===== config.mk =====
export PLATFORM = sky130hd
export DESIGN_NAME = irq_ctrl
export DESIGN_NICKNAME = d
export VERILOG_FILES = /design/src/rtl/irq_ctrl.sv
export SDC_FILE = /design/constraint.sdc
export NUM_CORES = 1
export LEC_CHECK = 0
export CORE_ASPECT_RATIO = 0.6
export CORE_MARGIN = 2
export CORE_UTILIZATION = 47
export CTS_CLUSTER_SIZE = 14
export DETAILED_ROUTE_END_ITERATION = 16
export PLACE_DENSITY_LB_ADDON = 0.25
export SYNTH_ARGS = -nofsm -noshare
export SYNTH_HDL_FRONTEND = slang
export SYNTH_SLANG_ARGS = --single-unit
export TNS_END_PERCENT = 20

===== constraint.sdc =====
create_clock -name clk -period 2.3 [get_ports clk]
set_clock_uncertainty 0.2 [all_clocks]
set_input_delay 0.23 -clock clk [delete_from_list [all_inputs] [get_ports clk]]
set_output_delay 0.23 -clock clk [all_outputs]
set_load 0.005 [all_outputs]

===== src/rtl/irq_ctrl.sv =====
// irq_ctrl: bus-mapped interrupt controller for the CPU INT input.
// Synchronised edge/level sources, pending latch, mask, global enable.
module irq_ctrl #(
  parameter int N_SRC       = 8,
  parameter int SYNC_STAGES = 2
) (
  input  logic             clk,
  input  logic             rst,
  input  logic [N_SRC-1:0] irq_src,
  input  logic             en,
  input  logic             we,
  input  logic [1:0]       addr,
  input  logic [31:0]      wdata,
  output logic [31:0]      rdata,
  output logic             int_out,
  output logic [4:0]       int_id
);

  logic [N_SRC-1:0] sync_q [SYNC_STAGES];
  logic [N_SRC-1:0] prev_q;
  logic [N_SRC-1:0] pend_q, pend_d;
  logic [N_SRC-1:0] mask_q, mask_d;
  logic [N_SRC-1:0] mode_q, mode_d;
  logic             gie_q, gie_d;
  logic             int_out_q, int_out_d;
  logic [4:0]       int_id_q, int_id_d;

  logic [N_SRC-1:0] s;
  logic [N_SRC-1:0] set;
  logic [N_SRC-1:0] clr;
  logic [N_SRC-1:0] active;
  logic             wr;
  logic             unused_wdata;

  assign s      = sync_q[SYNC_STAGES-1];
  assign set    = (s & ~prev_q & ~mode_q) | (s & mode_q);
  assign active = pend_q & mask_q;
  assign wr     = en & we;

  assign unused_wdata = ^wdata[31:N_SRC];

  always_comb begin
    clr    = '0;
    mask_d = mask_q;
    mode_d = mode_q;
    gie_d  = gie_q;
    if (wr) begin
      case (addr)
        2'd0: clr    = wdata[N_SRC-1:0];
        2'd1: mask_d = wdata[N_SRC-1:0];
        2'd2: mode_d = wdata[N_SRC-1:0];
        2'd3: gie_d  = wdata[0];
        default: ;
      endcase
    end
    // a new request in the same cycle survives the clear
    pend_d = (pend_q & ~clr) | set;
  end

  always_comb begin
    int_id_d = 5'h1F;
    for (int i = N_SRC - 1; i >= 0; i--) begin
      if (active[i]) int_id_d = 5'(i);
    end
    if (!gie_q) int_id_d = 5'h1F;
    int_out_d = gie_q & (|active);
  end

  always_ff @(posedge clk) begin
    if (rst) begin
      for (int i = 0; i < SYNC_STAGES; i++) sync_q[i] <= '0;
    end else begin
      sync_q[0] <= irq_src;
      for (int i = 1; i < SYNC_STAGES; i++) sync_q[i] <= sync_q[i-1];
    end
  end

  always_ff @(posedge clk) begin
    if (rst) begin
      prev_q    <= '0;
      pend_q    <= '0;
      mask_q    <= '0;
      mode_q    <= '0;
      gie_q     <= 1'b0;
      int_out_q <= 1'b0;
      int_id_q  <= 5'h1F;
    end else begin
      prev_q    <= s;
      pend_q    <= pend_d;
      mask_q    <= mask_d;
      mode_q    <= mode_d;
      gie_q     <= gie_d;
      int_out_q <= int_out_d;
      int_id_q  <= int_id_d;
    end
  end

  always_comb begin
    rdata = '0;
    case (addr)
      2'd0: rdata = 32'(pend_q);
      2'd1: rdata = 32'(mask_q);
      2'd2: rdata = 32'(mode_q);
      2'd3: begin
        rdata[12:8] = int_id_q;
        rdata[0]    = gie_q;
      end
      default: ;
    endcase
  end

  assign int_out = int_out_q;
  assign int_id  = int_id_q;

endmodule


==> results of run 1 <==
per-layer routing:
metal,routed length (um),global-route usage [%],vias to the layer above
li1,-,-,841
met3,233,4.30,4
met1,2190,24.9,738
met2,1830,25.8,37
met5,0,0,-
met4,40,5.12,0
how the worst min path moves through the flow:
stage	startpoint	end	slack, ns
3_5_place_dp	sync_q[0][0]	sync_q[0][8]	0.22
5_1_grt	sync_q[0][3]	sync_q[0][11]	0.26
2_1_floorplan	rst	prev_q[0]	0.11
3_3_place_gp	sync_q[0][3]	sync_q[0][11]	0.22
4_1_cts	sync_q[0][0]	sync_q[0][8]	0.24
6_report	sync_q[0][0]	sync_q[0][8]	0.24
flip-flops by register name, indices dropped and copies added, names as in the netlist:
name	count
gie_q	1
int_id	4
int_out	1
mask_q	8
mode_q	8
pend_q	8
prev_q	8
sync_q	16
cell usage after synthesis:
library cell	count
a21oi_1	16
a22o_1	1
a22oi_1	3
a2bb2oi_1	1
a32o_1	9
a32oi_1	1
and3_1	4
and4b_1	2
and4bb_2	1
buf_1	2
buf_2	4
buf_4	23
buf_6	1
clkbuf_1	2
conb_1	1
dfxtp_1	54
inv_1	1
mux2i_1	8
mux4_2	1
nand2_1	53
nand2b_1	9
nand3_1	1
nand4_1	1
nand4b_1	2
nor2_1	1
nor2b_1	26
o21a_1	1
o21ai_0	9
power groups by stage:
| stage | sequential, uW | combinational [uW] | clock [uW] |
|---|---|---|---|
| after floorplan | 999 | 105 | 0 |
| after global placement | 1000 | 160 | 0 |
| after detailed placement | 1000 | 162 | 0 |
| after CTS | 982 | 163 | 501 |
| after global routing | 986 | 180 | 535 |
| final | 982 | 163 | 486 |
critical path, delay by kind of cell:
kind | cells | cell delay [ns]
compound gates | 1 | 0.09
simple gates | 2 | 0.25
buf+inv | 3 | 0.99
logic make-up (layout without fill, tap and decap cells):
| family | after synthesis | count (layout) | synth area share [%] |
|---|---|---|---|
| AOI/OAI and AO/OA | 41 | 41 | 12.4 |
| other | 1 | 19 | 0.171 |
| DFF | 54 | 54 | 49.4 |
| and+or+nand+nor | 100 | 100 | 23.2 |
| muxes | 9 | 9 | 4.69 |
| buffers and inverters | 33 | 55 | 10.2 |
per-stage QoR:
stage | cell area, um^2 | cells | TNS (ns) | power [uW]
after floorplan | 2260 | 256 | 0 | 1100
after global placement | 2580 | 334 | 0 | 1160
after detailed placement | 2580 | 334 | -0.00986 | 1170
after CTS | 2660 | 341 | 0 | 1650
after global routing | 2670 | 341 | 0 | 1700
final | 2670 | 341 | 0 | 1630
timing repair:
action | 4_1_cts | 5_1_grt
pin swaps | 0 | 0
setup endpoints to repair | 4 | 5
hold endpoints to repair | 0 | 0
resized for setup | 2 | 3
area by class of cell:
class	instances	area [um^2]	share of cell area [%]
Clock buffer	7	76.3	2.86
Inverter	1	3.75	0.141
Multi-Input combinational cell	169	956	35.9
Sequential cell	54	1080	40.5
Tap cell	63	78.8	2.96
Timing Repair Buffer	47	470	17.6
==> metrics.md, run 1 <==
| Metric | Value |
|---|---|
| Total number of vias | between 1500 and 2000 |
| Max-cap violations | 0 |
| Core Area | about 4500 um^2 |
| CTS Hold Buffers Added | 0 |
| Leading area contributor after synthesis | dfxtp_1 |
| Per-cell routed wire length | 12.6 um |
| Clock group share of total power | between 20% and 30% |
| Crit-path max cell delay | approximately 0.54 ns |
| TritonCTS clock tree | done |
| Nets@finish | between 300 and 400 |
| Crit-path cells | dlygate4sd2_1 -> nor2b_2 -> buf_4 -> nand2_1 -> o21ai_0 -> clkdlybuf4s50_1 |
| Starting Density | between 40% and 50% |
| Fillers | about 430 |
| Tot GR Track Use | around 17% |
| Largest cells by area after synthesis | dfxtp_1 (49%), nand2_1 (9.1%), buf_4 (7.9%), nor2b_1 (7.4%), a32o_1 (4.1%) |
| Crit-path max FO | 4 |
| Depth of the most critical reg-to-reg path | 3 |
| Antenna fix cells | 0 |
| WP data required | about 1.9 ns |
| Placer Congestion | about 0.78 |
| Endpoints failing setup | 0 |
| Synth unique cells | 28 |
| RSZ-0062 raised after global routing | false |
| IO Port Bufs | 40 |
| Sw Share | approximately 22% |
| Comb power frac | about a tenth |
| Number of CTS-inserted buffers | 5 |
| Commonest non-fill, non-tap cells in the layout | dfxtp_1 (54), nand2_1 (53), clkdlybuf4s50_1 (38), nor2b_1 (25), conb_1 (19) |
| Commonest non-fill, non-tap cell in the layout | dfxtp_1 |
| Hold depth | 1 |
| Synthesis-stage register bit count | 54 |
| Fin worst setup slack | 0.313 ns |
| Fin crit share | a little under nine tenths |
| Hold Crit Class | flop to flop |
| Sequential fraction of the synthesis area | roughly 49% |
| Worst setup path startpoint | addr[0] |
| Synthesized area | ~2200 um^2 |
| Reg-to-Reg End | int_id[0] |
| Drt first pass iters | 4 |
| Worst vdd ir | 373 uV |
| Share of cells above drive strength 1 | roughly 5.4% |
| CP Capture Type | output port |
| Worst r2r src | gie_q |
| Postcts setup bufs | 0 |
| Kind of critical path | primary input to output port |
| CP endpoint | rdata[2] |
| Row count | 19 |
| 1st-iter DRT viols | 87 |
| Maximum clock frequency | 503 MHz |
| Drc violations | 0 |
| Pint | between 1000 and 1500 uW |
| Status | completed |
| Flop pwr share | 60.2% |
| Via/cell ratio | 4.75 |
| Largest net degree at the start of global routing | 44 |
| Vias in the first global route | roughly 1400 |
| First-pass GRT wire length | 7010 um |
| Clock slew at reported path FFs | ~0.080 ns |
| Synth warn | 0 |
| Final-report max-slew violation count | 0 |
| Skew-Pair Late Insertion Delay | 0.30 ns |
| Overall die width | ~92 um |
| Root Buffer | clkbuf_8 |
| DP Worst Slack | -0.00970 ns |
| R2R setup slack | between 0.9 and 1 ns |
| IO Pins | 84 |
| Final Core Density | roughly 59% |
| Final Hold Viols | 0 |
| WL final | between 4000 and 5000 um |
| Die ar. | about 5200 um^2 |
| Crit start category | primary input |
| PD cells | 612 nW/um^2 |
| CTS max path bufs | 2 |
| Die Y | approximately 57 um |
| Yosys top cell area share | between 40% and 50% |
| Initial antenna violation count | 0 |
| H-tree depth | 2 |
| DP Wirelength | 3140 um |
| Area Overhead vs Synth | 21.8% |
| Hold WS | ~0.24 ns |
| NetSw | ~370 uW |
| Final ANT Viol Nets | 0 |
| Slowest library cell on the worst path | clkdlybuf4s50_1 |
| Crit path DAT | about 1.6 ns |
| Post-route minimum period | 1.99 ns |
| Leak | 0.00101 uW |
| Avg Inst Size Synth | 9.20 um^2 |
| Clock sinks | 54 |
| Cells after Synth | around 240 |
| GRT overflow | 0 |
(Power assumes the default switching activity.)
==> inputs of run 2 (changes only) <==
--- a/config.mk
+++ b/config.mk
@@ -7,8 +7,9 @@
 export LEC_CHECK = 0
 export CORE_ASPECT_RATIO = 0.6
 export CORE_MARGIN = 2
-export CORE_UTILIZATION = 47
-export CTS_CLUSTER_SIZE = 14
+export CORE_UTILIZATION = 49
+export CTS_BUF_LIST = sky130_fd_sc_hd__clkbuf_4
+export CTS_CLUSTER_SIZE = 8
 export DETAILED_ROUTE_END_ITERATION = 16
 export PLACE_DENSITY_LB_ADDON = 0.25
 export SYNTH_ARGS = -nofsm -noshare
==> run 2 against run 1 <==
  * Maximum frequency decreased by 4.2%
  * Sequential cell count unchanged
  * Clock power increased by 10%
  * Global-route usage increased by 0.44 points
  * Critical path type is now flop to output port
  * Worst setup slack got worse by 0.087 ns
  * Count of clock-buffer cells in the layout decreased by 1
  * Final cell count unchanged
  * Via count increased by 3.8%
  * Highest routed layer unchanged
  * Power increased by 3.2%
  * Sequential power about the same
  * Final area increased by 0.33%
  * Critical path depth decreased by 3
==> metrics.md, run 2 (synthesis gave the netlist of run 1 again) <==
| Metric | Value |
|---|---|
| Hold Crit Class | primary input to flop |
| Fin crit share | 90.2% |
| Vias in the first global route | 1516 |
| Fillers | around 380 |
| CTS max path bufs | 2 |
| WP data required | 1.87 ns |
| PD cells | around 630 nW/um^2 |
| Via/cell ratio | ~4.9 |
| DR top layer | met4 |
| H-tree depth | 2 |
| Crit start category | flop |
| Tot GR Track Use | between 15 and 20% |
| Antenna fix cells | 0 |
| Post-route minimum period | a little over 2 ns |
| Commonest non-fill, non-tap cells in the layout | dfxtp_1 (54), nand2_1 (53), clkdlybuf4s50_1 (38), nor2b_1 (25), conb_1 (19) |
| Setup TNS | 0 ns |
| WP buf/inv | 1 |
| Final Hold Viols | 0 |
| Crit-path max cell delay | 0.54 ns |
| CP Capture Type | output port |
| Max-cap violations | 0 |
| Crit-path leading delay family | buffers and inverters |
| Hold WS | 0.178 ns |
| Final-report max-slew violation count | 0 |
| GRT overflow | 0 |
| Maximum clock frequency | ~480 MHz |
| Placer Congestion | slightly above 0.8 |
| Met2 wire len | around 1900 um |
| Nets@finish | around 330 |
| 1st-iter DRT viols | between 70 and 80 |
| Initial antenna violation count | 0 |
| Number of CTS-inserted buffers | 5 |
| Total number of vias | about 1700 |
| Final ANT Viol Nets | 0 |
| IO Port Bufs | 40 |
| Overall die width | around 90 um |
| Commonest non-fill, non-tap cell in the layout | dfxtp_1 |
| Core Area | roughly 4200 um^2 |
| Multi-input gate area in the final layout | between 900 and 1000 um^2 |
| RSZ-0062 raised after global routing | false |
| Slowest library cell on the worst path | clkdlybuf4s50_1 |
| Status | completed |
| Leak | between 0.001 and 0.0015 uW |
| Crit path DAT | between 1.5 and 2 ns |
| TritonCTS clock tree | done |
| Starting Density | 52.3% |
| Row count | 18 |
| CTS Hold Buffers Added | 0 |
| Drt first pass iters | 4 |
| First-pass GRT wire length | between 7000 and 8000 um |
| Share of cells above drive strength 1 | 7.12% |
| Reg with most FFs | sync_q |
| Number of flip-flops in the largest register | 16 |
| Clock sinks | 54 |
| Endpoints failing setup | 0 |
| Die ar. | ~5000 um^2 |
| Crit-path max FO | 4 |
| Area Overhead vs Synth | 22.2% |
| Skew-Pair Late Insertion Delay | 0.38 ns |
| Clock slew at reported path FFs | ~0.15 ns |
| WL final | between 4000 and 5000 um |
| Per-cell routed wire length | ~13 um |
| Crit-path cells | mux2i_1 -> o21ai_0 -> clkdlybuf4s50_1 |
| Die Y | 55.8 um |
| Largest net degree at the start of global routing | 21 |
| Wire length on met1 | around 2200 um |
| FF+latch area | 1080 um^2 |
| IO Pins | 84 |
| Root Buffer | clkbuf_4 |
| DP Wirelength | around 3300 um |
| DR WL met3 | 297 um |
| Worst vdd ir | approximately 430 uV |
| Postcts setup bufs | 0 |
| Kind of critical path | flop to output port |
| Drc violations | 0 |
| Final Core Density | around 64% |
==> run 2: changes by cell type in the layout (fill, tap and decap cells not counted), moves of 2 or more <==
cell      delta
clkbuf_1     -2
clkbuf_4     +6
buf_4        +3
clkbuf_8     -5
==> run 2: power by group <==
part           switching, uW  internal, uW
clock                    294           241
combinational           74.4          89.8
sequential              16.8           967
==> run 2: path summary, 6_finish.rpt <==
kind | start | end | slack (ns) | cells past startpoint
worst min register to register | sync_q[0][3] | sync_q[0][11] | 0.25 | 1
worst max-delay path | pend_q[6] | rdata[6] | 0.23 | 3
worst max register to register | gie_q | int_id[0] | 0.99 | 3
worst min-delay path | irq_src[6] | sync_q[0][6] | 0.18 | 2
==> run 2: worst reg2reg max path, cell delays in order (launching register included) <==
cell,delay (ns)
dfxtp_1,0.40
nor2b_1,0.34
nand3_1,0.13
a2bb2oi_1,0.15
==> run 2: what timing repair did <==
item                                    4_1_cts  5_1_grt
cloned                                        0        0
resized for setup                             2        2
endpoints found under the setup margin        1        6
pin swaps                                     0        0
==> run 2: final cells by class <==
class	instances	share of cell area [%]
Inverter	1	0.140
Timing Repair Buffer	49	17.8
Clock buffer	6	1.68
Tap cell	60	2.81
Sequential cell	54	40.4
Clock inverter	2	1.40
Multi-Input combinational cell	169	35.7
==> run 2: through the flow <==
step           total power, uW  area [um^2]  cells  worst slack (ns)
3_3_place_gp              1160         2580    333           0.00248
2_1_floorplan             1100         2260    256             0.935
6_report                  1680         2680    341             0.226
3_5_place_dp              1170         2580    333           0.00673
5_1_grt                   1740         2680    341            0.0902
4_1_cts                   1690         2670    341            0.0170
==> run 2: per-layer routing <==
metal | track usage, % | up-vias
li1 | - | 848
met1 | 24.2 | 775
met2 | 27.2 | 51
met3 | 4.88 | 8
met4 | 6.37 | 0
met5 | 0 | -
